File: src/rtl/picomips_ctrl_pkg.sv
// Shared types and constants for the picoMIPS I/O handshake controller.
package picomips_ctrl_pkg;

  typedef enum logic [1:0] {
    IDLE,
    WAIT_PRESS,
    WAIT_RELEASE,
    ACK
  } ctrl_state_t;

  // Switch index used as the operator handshake, and width of the data byte.
  localparam int HS_BIT = 8;
  localparam int DATA_W = 8;

endpackage

File: src/rtl/sw_debounce.sv
// Debounce counter for one already-synchronised switch bit.
// q follows d only after d has differed from q for DEBOUNCE_CYCLES
// consecutive clock samples; any agreeing sample restarts the count.
module sw_debounce #(
  parameter int DEBOUNCE_CYCLES = 500000
) (
  input  logic clk,
  input  logic nReset,
  input  logic d,
  output logic q
);

  localparam int CNT_W = (DEBOUNCE_CYCLES > 1) ? $clog2(DEBOUNCE_CYCLES) : 1;
  localparam logic [CNT_W-1:0] CNT_LAST = CNT_W'(DEBOUNCE_CYCLES - 1);

  logic [CNT_W-1:0] cnt_q, cnt_d;
  logic             q_q, q_d;

  // Count consecutive disagreeing samples; flip the output on the last one.
  always_comb begin
    cnt_d = '0;
    q_d   = q_q;
    if (d != q_q) begin
      if (cnt_q == CNT_LAST) begin
        q_d = d;
      end else begin
        cnt_d = cnt_q + 1'b1;
      end
    end
  end

  // State registers.
  always_ff @(posedge clk or negedge nReset) begin
    if (!nReset) begin
      cnt_q <= '0;
      q_q   <= 1'b0;
    end else begin
      cnt_q <= cnt_d;
      q_q   <= q_d;
    end
  end

  assign q = q_q;

endmodule

File: src/rtl/picomips_io_handshake_ctrl.sv
// picoMIPS sequencing controller: generates the CPU clock enable from a
// free-running divider and stalls the CPU during input instructions until
// the operator presses and releases SW[8], delivering SW[7:0] with a
// one-cycle acknowledge.
// Optional build macro PICOMIPS_HALT_SWITCH_EN: SW[9]=1 suppresses the
// free-run cpu_en pulses in IDLE (the handshake ACK still fires).
module picomips_io_handshake_ctrl
  import picomips_ctrl_pkg::*;
#(
  parameter int DIV             = 5000000,
  parameter int DEBOUNCE_CYCLES = 500000
) (
  input  logic              clk,
  input  logic              nReset,
  input  logic [9:0]        sw_raw,
  input  logic              cpu_req,
  output logic              cpu_en,
  output logic              cpu_ack,
  output logic [DATA_W-1:0] cpu_data,
  output logic              waiting
);

  localparam int DIV_W = (DIV > 1) ? $clog2(DIV) : 1;
  localparam logic [DIV_W-1:0] DIV_LAST = DIV_W'(DIV - 1);

  logic [9:0]        sw_meta_q, sw_meta_d;
  logic [9:0]        sws_q, sws_d;
  logic [DIV_W-1:0]  div_cnt_q, div_cnt_d;
  ctrl_state_t       state_q, state_d;
  logic              cpu_en_q, cpu_en_d;
  logic              cpu_ack_q, cpu_ack_d;
  logic              waiting_q, waiting_d;
  logic [DATA_W-1:0] cpu_data_q, cpu_data_d;
  logic              db;
  logic              tick;
  logic              halt;

  // Two-flop synchroniser for every switch.
  always_comb begin
    sw_meta_d = sw_raw;
    sws_d     = sw_meta_q;
  end

  sw_debounce #(
    .DEBOUNCE_CYCLES(DEBOUNCE_CYCLES)
  ) u_hs_debounce (
    .clk   (clk),
    .nReset(nReset),
    .d     (sws_q[HS_BIT]),
    .q     (db)
  );

`ifdef PICOMIPS_HALT_SWITCH_EN
  assign halt = sws_q[9];
`else
  logic sw9_unused;
  assign sw9_unused = sws_q[9];
  assign halt       = 1'b0;
`endif

  // Free-running divider; keeps counting through stalls so the tick phase
  // is never disturbed by a handshake.
  assign tick = (div_cnt_q == DIV_LAST);
  always_comb begin
    div_cnt_d = tick ? '0 : div_cnt_q + 1'b1;
  end

  // Next-state logic and registered decode of the next state for outputs.
  always_comb begin
    state_d    = state_q;
    cpu_data_d = cpu_data_q;
    case (state_q)
      IDLE: begin
        if (cpu_req) state_d = WAIT_PRESS;
      end
      WAIT_PRESS: begin
        if (!cpu_req) begin
          state_d = IDLE;
        end else if (db) begin
          cpu_data_d = sws_q[DATA_W-1:0];
          state_d    = WAIT_RELEASE;
        end
      end
      WAIT_RELEASE: begin
        if (!cpu_req) begin
          state_d = IDLE;
        end else if (!db) begin
          state_d = ACK;
        end
      end
      ACK: begin
        state_d = IDLE;
      end
      default: begin
        state_d = IDLE;
      end
    endcase

    waiting_d = (state_d == WAIT_PRESS) || (state_d == WAIT_RELEASE);
    cpu_ack_d = (state_d == ACK);
    cpu_en_d  = (state_d == ACK) || ((state_d == IDLE) && tick && !halt);
  end

  // All state and output registers.
  always_ff @(posedge clk or negedge nReset) begin
    if (!nReset) begin
      sw_meta_q  <= '0;
      sws_q      <= '0;
      div_cnt_q  <= '0;
      state_q    <= IDLE;
      cpu_en_q   <= 1'b0;
      cpu_ack_q  <= 1'b0;
      waiting_q  <= 1'b0;
      cpu_data_q <= '0;
    end else begin
      sw_meta_q  <= sw_meta_d;
      sws_q      <= sws_d;
      div_cnt_q  <= div_cnt_d;
      state_q    <= state_d;
      cpu_en_q   <= cpu_en_d;
      cpu_ack_q  <= cpu_ack_d;
      waiting_q  <= waiting_d;
      cpu_data_q <= cpu_data_d;
    end
  end

  assign cpu_en   = cpu_en_q;
  assign cpu_ack  = cpu_ack_q;
  assign waiting  = waiting_q;
  assign cpu_data = cpu_data_q;

endmodule

File: config.mk
export PLATFORM = sky130hd
export DESIGN_NAME = picomips_io_handshake_ctrl
export DESIGN_NICKNAME = d
export VERILOG_FILES = /design/src/rtl/picomips_ctrl_pkg.sv /design/src/rtl/sw_debounce.sv /design/src/rtl/picomips_io_handshake_ctrl.sv
export SDC_FILE = /design/constraint.sdc
export NUM_CORES = 1
export LEC_CHECK = 0
export BUFFER_PORTS_ARGS = -buffer_cell sky130_fd_sc_hd__buf_2
export CELL_PAD_IN_SITES_DETAIL_PLACEMENT = 1
export CELL_PAD_IN_SITES_GLOBAL_PLACEMENT = 1
export CORE_MARGIN = 2
export CORE_UTILIZATION = 30
export CTS_CLUSTER_SIZE = 16
export DETAILED_ROUTE_END_ITERATION = 10
export PLACE_DENSITY_LB_ADDON = 0.05
export SETUP_SLACK_MARGIN = 0.4
export SYNTH_ARGS = -nofsm -noshare
export SYNTH_HDL_FRONTEND = slang
export SYNTH_SLANG_ARGS = --single-unit
File: constraint.sdc
create_clock -name clk -period 4.5 [get_ports clk]
set_input_delay 0.45 -clock clk [delete_from_list [all_inputs] [get_ports clk]]
set_output_delay 0.45 -clock clk [all_outputs]
set_load 0.05 [all_outputs]
**Word-level counts from Yosys, hierarchy flattened**

Index checks and enable logic that the tools add are counted.

- Input bits: 13
- Bits in registers: 74
- Output and inout bits: 11
- Logic and storage cells: 37

- Mux-type cells: 9
- Equal/unequal tests: 9
- Reductions and logical operators: 7
- Add/sub/neg operators: 2

Operators by type and width:

| operator | number |
|---|---|
| 19-bit 2-to-1 mux | 2 |
| 23-bit by 1-bit adder with 23-bit output, second input constant | 1 |
| 23-bit == test, second input constant | 1 |
| 23-bit 2-to-1 mux | 1 |
| 19-bit by 1-bit adder with 19-bit output, second input constant | 1 |
| 19-bit == test, second input constant | 1 |
| 2-bit 2-to-1 mux | 5 |
| 2-bit == test, second input constant | 4 |
| 2-bit case mux with 4 select lines | 1 |
| 2-bit by 1-bit == test with 1-bit output, second input constant | 2 |
| 2-bit logical NOT | 2 |
| 3-bit AND reduction | 1 |
| 1-bit logical OR | 2 |
| 2-bit AND reduction | 1 |
| 1-bit logical AND | 1 |
| 1-bit != test | 1 |

**Longest topological paths before layout**

Gate-level depths: netlist of the first run.

- Word-level depth: 6
- Gate-level depth with buffers: 6
- Depth with buffers taken out: 6

**Modules after synthesis**

A second synthesis of the first run with hierarchy kept.

- Cell total of the unflattened synthesis: 257
- Area total of the unflattened synthesis: 3100.5 µm²

By module, submodules not included:

| module | times used | seq. area each (µm²) | area each (µm²) | cells each |
|---|---|---|---|---|
| picomips_io_handshake_ctrl | 1 | 1351.3 | 2070.7 | 154 |
| sw_debounce | 1 | 500.5 | 1029.7 | 103 |

**Least setup slack after synthesis of the first run**

Ideal clock, no wire load.

- Kind: flip-flop to flip-flop
- Start: register u_hs_debounce.cnt_q[0]
- End: register u_hs_debounce.cnt_q[10]
- Setup slack: 2.681 ns
- Buffers on the path: 1
- Setup time: 0.132 ns
- Data required time: 4.368 ns
- Period minus slack after synthesis: 1.819 ns
- Data arrival time: 1.687 ns
- Stages on the path, launching flop included: 7
- Cells stage by stage: dfrtp_1 ha_1 and4_1 nand4_1 o21ai_2 clkbuf_1 nor2_1

- Longest elaborated chain between the ends: 3
- Elaborated cells between the ends (all ways): 4

RTL lines:

| what | line | source |
|---|---|---|
| start: declaration | sw_debounce.sv:16 | `logic [CNT_W-1:0] cnt_q, cnt_d;` |
| start signal: assignment | sw_debounce.sv:38 | `cnt_q <= cnt_d;` |
| 19-bit by 1-bit adder with 19-bit output or 19-bit == test (tied branches) | sw_debounce.sv:27, sw_debounce.sv:24 |  |
| 19-bit 2-to-1 mux (*) | sw_debounce.sv:24 | `if (cnt_q == CNT_LAST) begin` |
| 19-bit 2-to-1 mux (*) | sw_debounce.sv:23 | `if (d != q_q) begin` |
| named net u_hs_debounce.cnt_d[10] | sw_debounce.sv:16 |  |

The timed path passes the listed nets; every way through them passes the cells marked *.
A chain may end at the register's enable or synchronous reset.

**Worst setup path after layout of the first run**

- Start: register u_hs_debounce.cnt_q[0]
- End: register u_hs_debounce.cnt_q[12]

Same word-level chain as after synthesis.

==> results of run 1 <==
[sequential cells by signal, indices dropped and copies added (netlist names)]
| signal | flops |
|---|---|
| cpu_en | 1 |
| sw_meta_q | 9 |
| waiting | 1 |
| u_hs_debounce.cnt_q | 19 |
| div_cnt_q | 23 |
| cpu_data | 8 |
| u_hs_debounce.q | 1 |
| sws_q | 9 |
| cpu_ack | 1 |
| state_q | 2 |
[cell type report]
| cell class | instances | area share, % |
|---|---|---|
| Clock buffer | 10 | 3.92 |
| Clock inverter | 6 | 2.10 |
| Inverter | 9 | 0.963 |
| Multi-Input combinational cell | 172 | 32.1 |
| Sequential cell | 74 | 52.8 |
| Tap cell | 133 | 4.74 |
| Timing Repair Buffer | 23 | 3.42 |
[cell families after synthesis]
group	after synthesis	synth area share, %
flip-flops	74	61.3
XOR/XNOR	31	8.98
adder cells (fa/ha/maj)	4	1.66
multiplexers	10	3.68
buffers and inverters	13	1.70
AND/OR/NAND/NOR	107	18.8
AO/OA/AOI/OAI	20	3.97
[where the power goes]
part	switching (mW)	internal, mW
clock network	0.273	0.278
logic	0.0231	0.00714
registers	0.00484	0.675
total	0.301	0.961
[synth_stat cells (5+ instances only)]
library cell | instances | area share, %
xor2_1 | 9 | 2.6
a21oi_1 | 9 | 1.5
inv_1 | 9 | 1.1
nor3_1 | 7 | 1.2
nor4_1 | 8 | 1.7
nor2_1 | 30 | 3.7
nand4_1 | 13 | 2.7
mux2_2 | 9 | 3.4
o21ai_0 | 5 | 0.83
nand2_1 | 13 | 1.6
xnor2_1 | 22 | 6.4
nand3_1 | 13 | 2.2
dfrtp_1 | 74 | 61
[worst max-delay path, stage by stage (launching register included)]
cell,delay [ns]
dfrtp_1,0.39
ha_1,0.24
and4_1,0.34
nand4_1,0.22
o21ai_2,0.70
nor2_1,0.12
[per-layer routing]
layer	track usage, %	vias up
met4	4.92	0
met3	3.63	8
met2	20.2	17
met5	0	-
li1	-	965
met1	16.3	1035
[how the worst min path moves through the flow]
stage / startpoint / endpoint / slack, ns
after floorplan: nReset / cpu_ack$_DFF_PN0_ / 0.15
after global placement: sw_meta_q[7]$_DFF_PN0_ / sws_q[7]$_DFF_PN0_ / 0.33
after detailed placement: sw_meta_q[3]$_DFF_PN0_ / sws_q[3]$_DFF_PN0_ / 0.34
after CTS: sw_raw[5] / sw_meta_q[5]$_DFF_PN0_ / 0.18
after global routing: sw_raw[4] / sw_meta_q[4]$_DFF_PN0_ / 0.18
final: nReset / u_hs_debounce.cnt_q[6]$_DFF_PN0_ / 0.20
[stage by stage]
step / power, mW / instance area, µm² / setup WS [ns]
final: 1.26 / 3510 / 2.32
after global routing: 1.32 / 3510 / 2.04
after CTS: 1.29 / 3510 / 2.26
after detailed placement: 0.726 / 3300 / 2.26
after global placement: 0.725 / 3300 / 2.28
after floorplan: 0.702 / 3020 / 2.68
[cells in the final DEF, fill, tap and decap left out, drive strengths merged, types with 2 or more instances in the layout]
| cell type | instances |
|---|---|
| or4 | 2 |
| o21ai | 6 |
| nand4 | 13 |
| inv | 11 |
| dfrtp | 74 |
| and2 | 2 |
| xor2 | 9 |
| nand3 | 14 |
| nor4bb | 3 |
| nor2 | 30 |
| nor4 | 8 |
| mux2 | 9 |
| a31o | 2 |
| or3 | 4 |
| and3 | 4 |
| ha | 4 |
| clkbuf | 10 |
| nor3 | 7 |
| a21oi | 9 |
| nand2 | 13 |
| buf | 23 |
| clkinv | 3 |
| xnor2 | 22 |
==> impl_metrics.json, run 1 <==
{
  "crit_type": "reg2reg",
  "r2r_cells": 5,
  "wl_per_cell_um": 14.2,
  "finalSetupViolations": 0,
  "critPathLaunchType": "register",
  "cts_buffer_depth": 2,
  "grt_max_degree": 75,
  "dp_hpwl_mm": 4.05,
  "yosys.cell_types.count": 36,
  "syn_area_um2": 3020,
  "fin_cells": 427,
  "die_h_um": 104,
  "min_period_ns": 2.18,
  "grt_pass1_wl_mm": 10.9,
  "area_delta_synth_final_pct": 16.1,
  "finish.utilization_pct": 35.9,
  "max_freq_mhz": 460,
  "port_buffers": 22,
  "gp_congestion": 0.726,
  "status": "finished clean",
  "ys_ff_latch": 74,
  "power.leakage_nw": 1.53,
  "wirelength_mm": 6.06,
  "cts_setup_buffers": 0,
  "grt_overflow": 0,
  "hold_path.class": "in2async",
  "top_layer_used": "met4",
  "synth_warnings": 0,
  "drt_iter0_markers": 35,
  "via_count": 2025,
  "diodes": 0,
  "n_fill_cell": 1090,
  "wl_met1_mm": 2.94,
  "seq_area_frac_synth_pct": 61.3,
  "crit_path_start": "u_hs_debounce.cnt_q[0]$_DFF_PN0_",
  "clkLatencyLatePin_ns": 0.35,
  "wl_met2_mm": 2.88,
  "syn_area_per_cell_um2": 11.7,
  "grt_pass1_vias": 2189,
  "whs_ns": 0.203,
  "timing.final.crit_share_pct": 48.3,
  "ir_drop_v": 0.000168,
  "cts_made_buffers": 9,
  "ff2ff_setup_slack_ns": 2.32,
  "finalSetupTns_ns": 0,
  "firstDrtPassIters": 4,
  "htreeDepth": 3,
  "cp-end-kind": "register",
  "tritoncts": "done",
  "post_drt_via_cell_ratio": 4.74,
  "worstMarginPinSlew_ns": 0.943,
  "relSlewSlack_pct": 37.2,
  "num_rows": 36,
  "synthArstFlopShare_pct": 100,
  "finalMaxSlewViolations": 0,
  "r2r_end": "u_hs_debounce.cnt_q[12]$_DFF_PN0_",
  "drive_above_1_share_pct": 18.0,
  "r2r_start": "u_hs_debounce.cnt_q[0]$_DFF_PN0_",
  "crit_fanout": 18,
  "dieArea_um2": 10900,
  "crit_path_end": "u_hs_debounce.cnt_q[12]$_DFF_PN0_",
  "grtUsageTotal_pct": 12.7,
  "core_um2": 9770,
  "synth_edf_count": 0,
  "cts_resized": 0,
  "final_nets": 306,
  "multi_input_area_um2": 1130,
  "syn_nets": 276,
  "clockRootBuffer": "clkbuf_8",
  "dpl.cell_count": 411,
  "hold_buffers": 0,
  "finClkSkew_ns": 0.00562,
  "clkSlewWorstSetupHoldPaths_ns": 0.09,
  "power_density_nw_per_um2": 360,
  "rsz0062_at_grt": "no",
  "initial_core_util_pct": 30.9,
  "dieWidth_um": 104,
  "io_pins": 24,
  "synth_cells": 259,
  "cts_sinks": 74,
  "worstPathArrival_ns": 2.37,
  "antenna_found_initial": 0,
  "seq_area_um2": 1850,
  "route.met3.wl_um": 151,
  "hold_violations": 0,
  "ys.flop_type": "dfrtp_1",
  "drv_cap": 0,
  "drc": 0,
  "ant_nets": 0,
  "cp.required_ns": 4.70
}
No activity file was read; power rests on OpenSTA's default activity.
==> run 2: changes to the inputs <==
Clock period 4.5 ns to 2.24 ns, I/O delays scaled along.
==> run 2 against run 1 <==
- worst setup slack worse by 1.9 ns
- routed wire length up 10%
- core utilization up 2.4 points
- first-iteration DRC count up 57%
- largest cell class unchanged
- critical endpoint is now u_hs_debounce.cnt_q[17]$_DFF_PN0_
- clock-buffer cell count unchanged
- final cell count up 5.9%
- fmax up 20%
- highest routed layer unchanged
- largest power group unchanged
- worst hold slack worse by 0.024 ns
==> impl_metrics.json, run 2 (synthesis gave the netlist of run 1 again) <==
{
  "status": "finished clean",
  "gp_congestion": 0.689,
  "finalMaxSlewViolations": 0,
  "die_h_um": 104,
  "cts_buffer_depth": 2,
  "tritoncts": "done",
  "hold_violations": 0,
  "intPower_mw": 1.94,
  "largest_register": "div_cnt_q",
  "post_drt_via_cell_ratio": 4.62,
  "seq_area_um2": 1860,
  "ant_nets": 0,
  "wl_per_cell_um": 14.8,
  "grtUsageTotal_pct": 13.1,
  "top_regs": "div_cnt_q (23), u_hs_debounce.cnt_q (19)",
  "finish.utilization_pct": 38.3,
  "power_frac_clock_pct": 43.2,
  "cp-end-kind": "register",
  "largest_reg_flops": 23,
  "finClkSkew_ns": 0.00889,
  "diodes": 0,
  "io_pins": 24,
  "initial_core_util_pct": 30.9,
  "worstMarginPinSlew_ns": 0.533,
  "grt_pass1_vias": 2236,
  "antenna_found_initial": 0,
  "num_rows": 36,
  "dieArea_um2": 10900,
  "crit_fanout": 6,
  "htreeDepth": 3,
  "timing.final.crit_share_pct": 80.7,
  "critPathLaunchType": "register",
  "ir_drop_v": 0.000327,
  "core_um2": 9770,
  "relSlewSlack_pct": 64.3,
  "drive_above_1_share_pct": 22.9,
  "max_freq_mhz": 553,
  "comb_power_share_pct": 3.2,
  "finalSetupTns_ns": 0,
  "firstDrtPassIters": 7,
  "clockRootBuffer": "clkbuf_8",
  "final_cell_mix": "70 x dfrtp_1, 30 x nor2_1, 22 x xnor2_1",
  "area_delta_synth_final_pct": 24.0,
  "dieWidth_um": 104,
  "final_nets": 331,
  "dp_hpwl_mm": 4.24,
  "drt_iter0_markers": 55,
  "dpl.cell_count": 416,
  "grt_max_degree": 41,
  "cp.required_ns": 2.51,
  "crit_type": "reg2reg",
  "rsz0062_at_grt": "yes",
  "wirelength_mm": 6.67,
  "seqPwrFrac_pct": 53.7,
  "min_period_ns": 1.81,
  "n_fill_cell": 1104,
  "grt_pass1_wl_mm": 11.4,
  "multi_input_area_um2": 1130,
  "clkLatencyLatePin_ns": 0.34,
  "clkSlewWorstSetupHoldPaths_ns": 0.09,
  "drv_cap": 0,
  "power.leakage_nw": 1.65,
  "power_density_nw_per_um2": 680,
  "cts_made_buffers": 9,
  "cts_sinks": 74,
  "hold_path.class": "in2reg",
  "final_common_cell": "dfrtp_1",
  "grt_overflow": 0,
  "port_buffers": 22,
  "via_count": 2090,
  "finalSetupViolations": 0,
  "fin_cells": 452,
  "p_sw_mw": 0.603,
  "swShare_pct": 23.7,
  "drc": 0,
  "worstPathArrival_ns": 2.08
}
## run 2: changes by cell type in the layout (fill, tap and decap cells not counted), sizes merged
cell	delta
dlygate4sd3	+10
clkinv	+1
buf	+15
inv	-1
## run 2: per-stage QoR
step	power [mW]	hold WS [ns]	cell area, µm²	worst slack, ns
4_1_cts	2.62	0.159	3670	0.403
3_5_place_dp	1.47	0.265	3350	0.291
5_1_grt	2.67	0.204	3750	0.368
2_1_floorplan	1.41	-0.0716	3020	0.421
3_3_place_gp	1.46	0.259	3350	0.286
6_report	2.55	0.179	3750	0.433
## run 2: power by group through the flow
stage / combinational (mW) / sequential [mW] / clock [mW]
6_report: 0.0810 / 1.37 / 1.10
3_3_place_gp: 0.0702 / 1.39 / 0
4_1_cts: 0.0846 / 1.37 / 1.17
3_5_place_dp: 0.0708 / 1.39 / 0
2_1_floorplan: 0.0160 / 1.40 / 0
5_1_grt: 0.0939 / 1.37 / 1.21
## run 2: layer usage
metal	vias to the layer above	share of wire, %	wire length, µm	GRT usage [%]
li1	1014	-	-	-
met1	1051	46	3100	16.7
met2	17	50	3360	21.8
met3	8	1.9	130	2.82
met4	0	1.3	87	5.21
met5	-	0	0	0
## run 2: worst paths after layout
path,endpoint,slack (ns),depth (start not counted),startpoint
worst max-delay path,u_hs_debounce.cnt_q[17]$_DFF_PN0_,0.43,4,u_hs_debounce.cnt_q[11]$_DFF_PN0_
worst min-delay path,state_q[1]$_DFF_PN0_,0.18,3,cpu_req
worst max register to register,u_hs_debounce.cnt_q[17]$_DFF_PN0_,0.43,4,u_hs_debounce.cnt_q[11]$_DFF_PN0_
worst min register to register,sws_q[5]$_DFF_PN0_,0.35,0,sw_meta_q[5]$_DFF_PN0_
max in group asynchronous,u_hs_debounce.cnt_q[2]$_DFF_PN0_,1.25,3,nReset
min in group asynchronous,u_hs_debounce.cnt_q[6]$_DFF_PN0_,0.41,2,nReset
## run 2: what timing repair did
item | CTS | global route
pin swaps | 0 | 4
gates resized for setup | 4 | 2
setup endpoints to repair | 4 | 27
hold buffers | 10 | 0
setup buffers | 1 | 9
hold endpoints to repair | 48 | 0
## run 2: critical path, cell delays in order (launching register included)
cell,delay [ns]
dfrtp_1,0.41
nand3_2,0.11
or4_4,0.58
or4b_1,0.48
a21oi_1,0.15
## run 2: cell type report
class / instances / area share, %
Sequential cell: 74 / 49.5
Inverter: 9 / 0.902
Tap cell: 133 / 4.44
Clock inverter: 6 / 1.97
Multi-Input combinational cell: 172 / 30.2
Timing Repair Buffer: 48 / 9.32
Clock buffer: 10 / 3.67
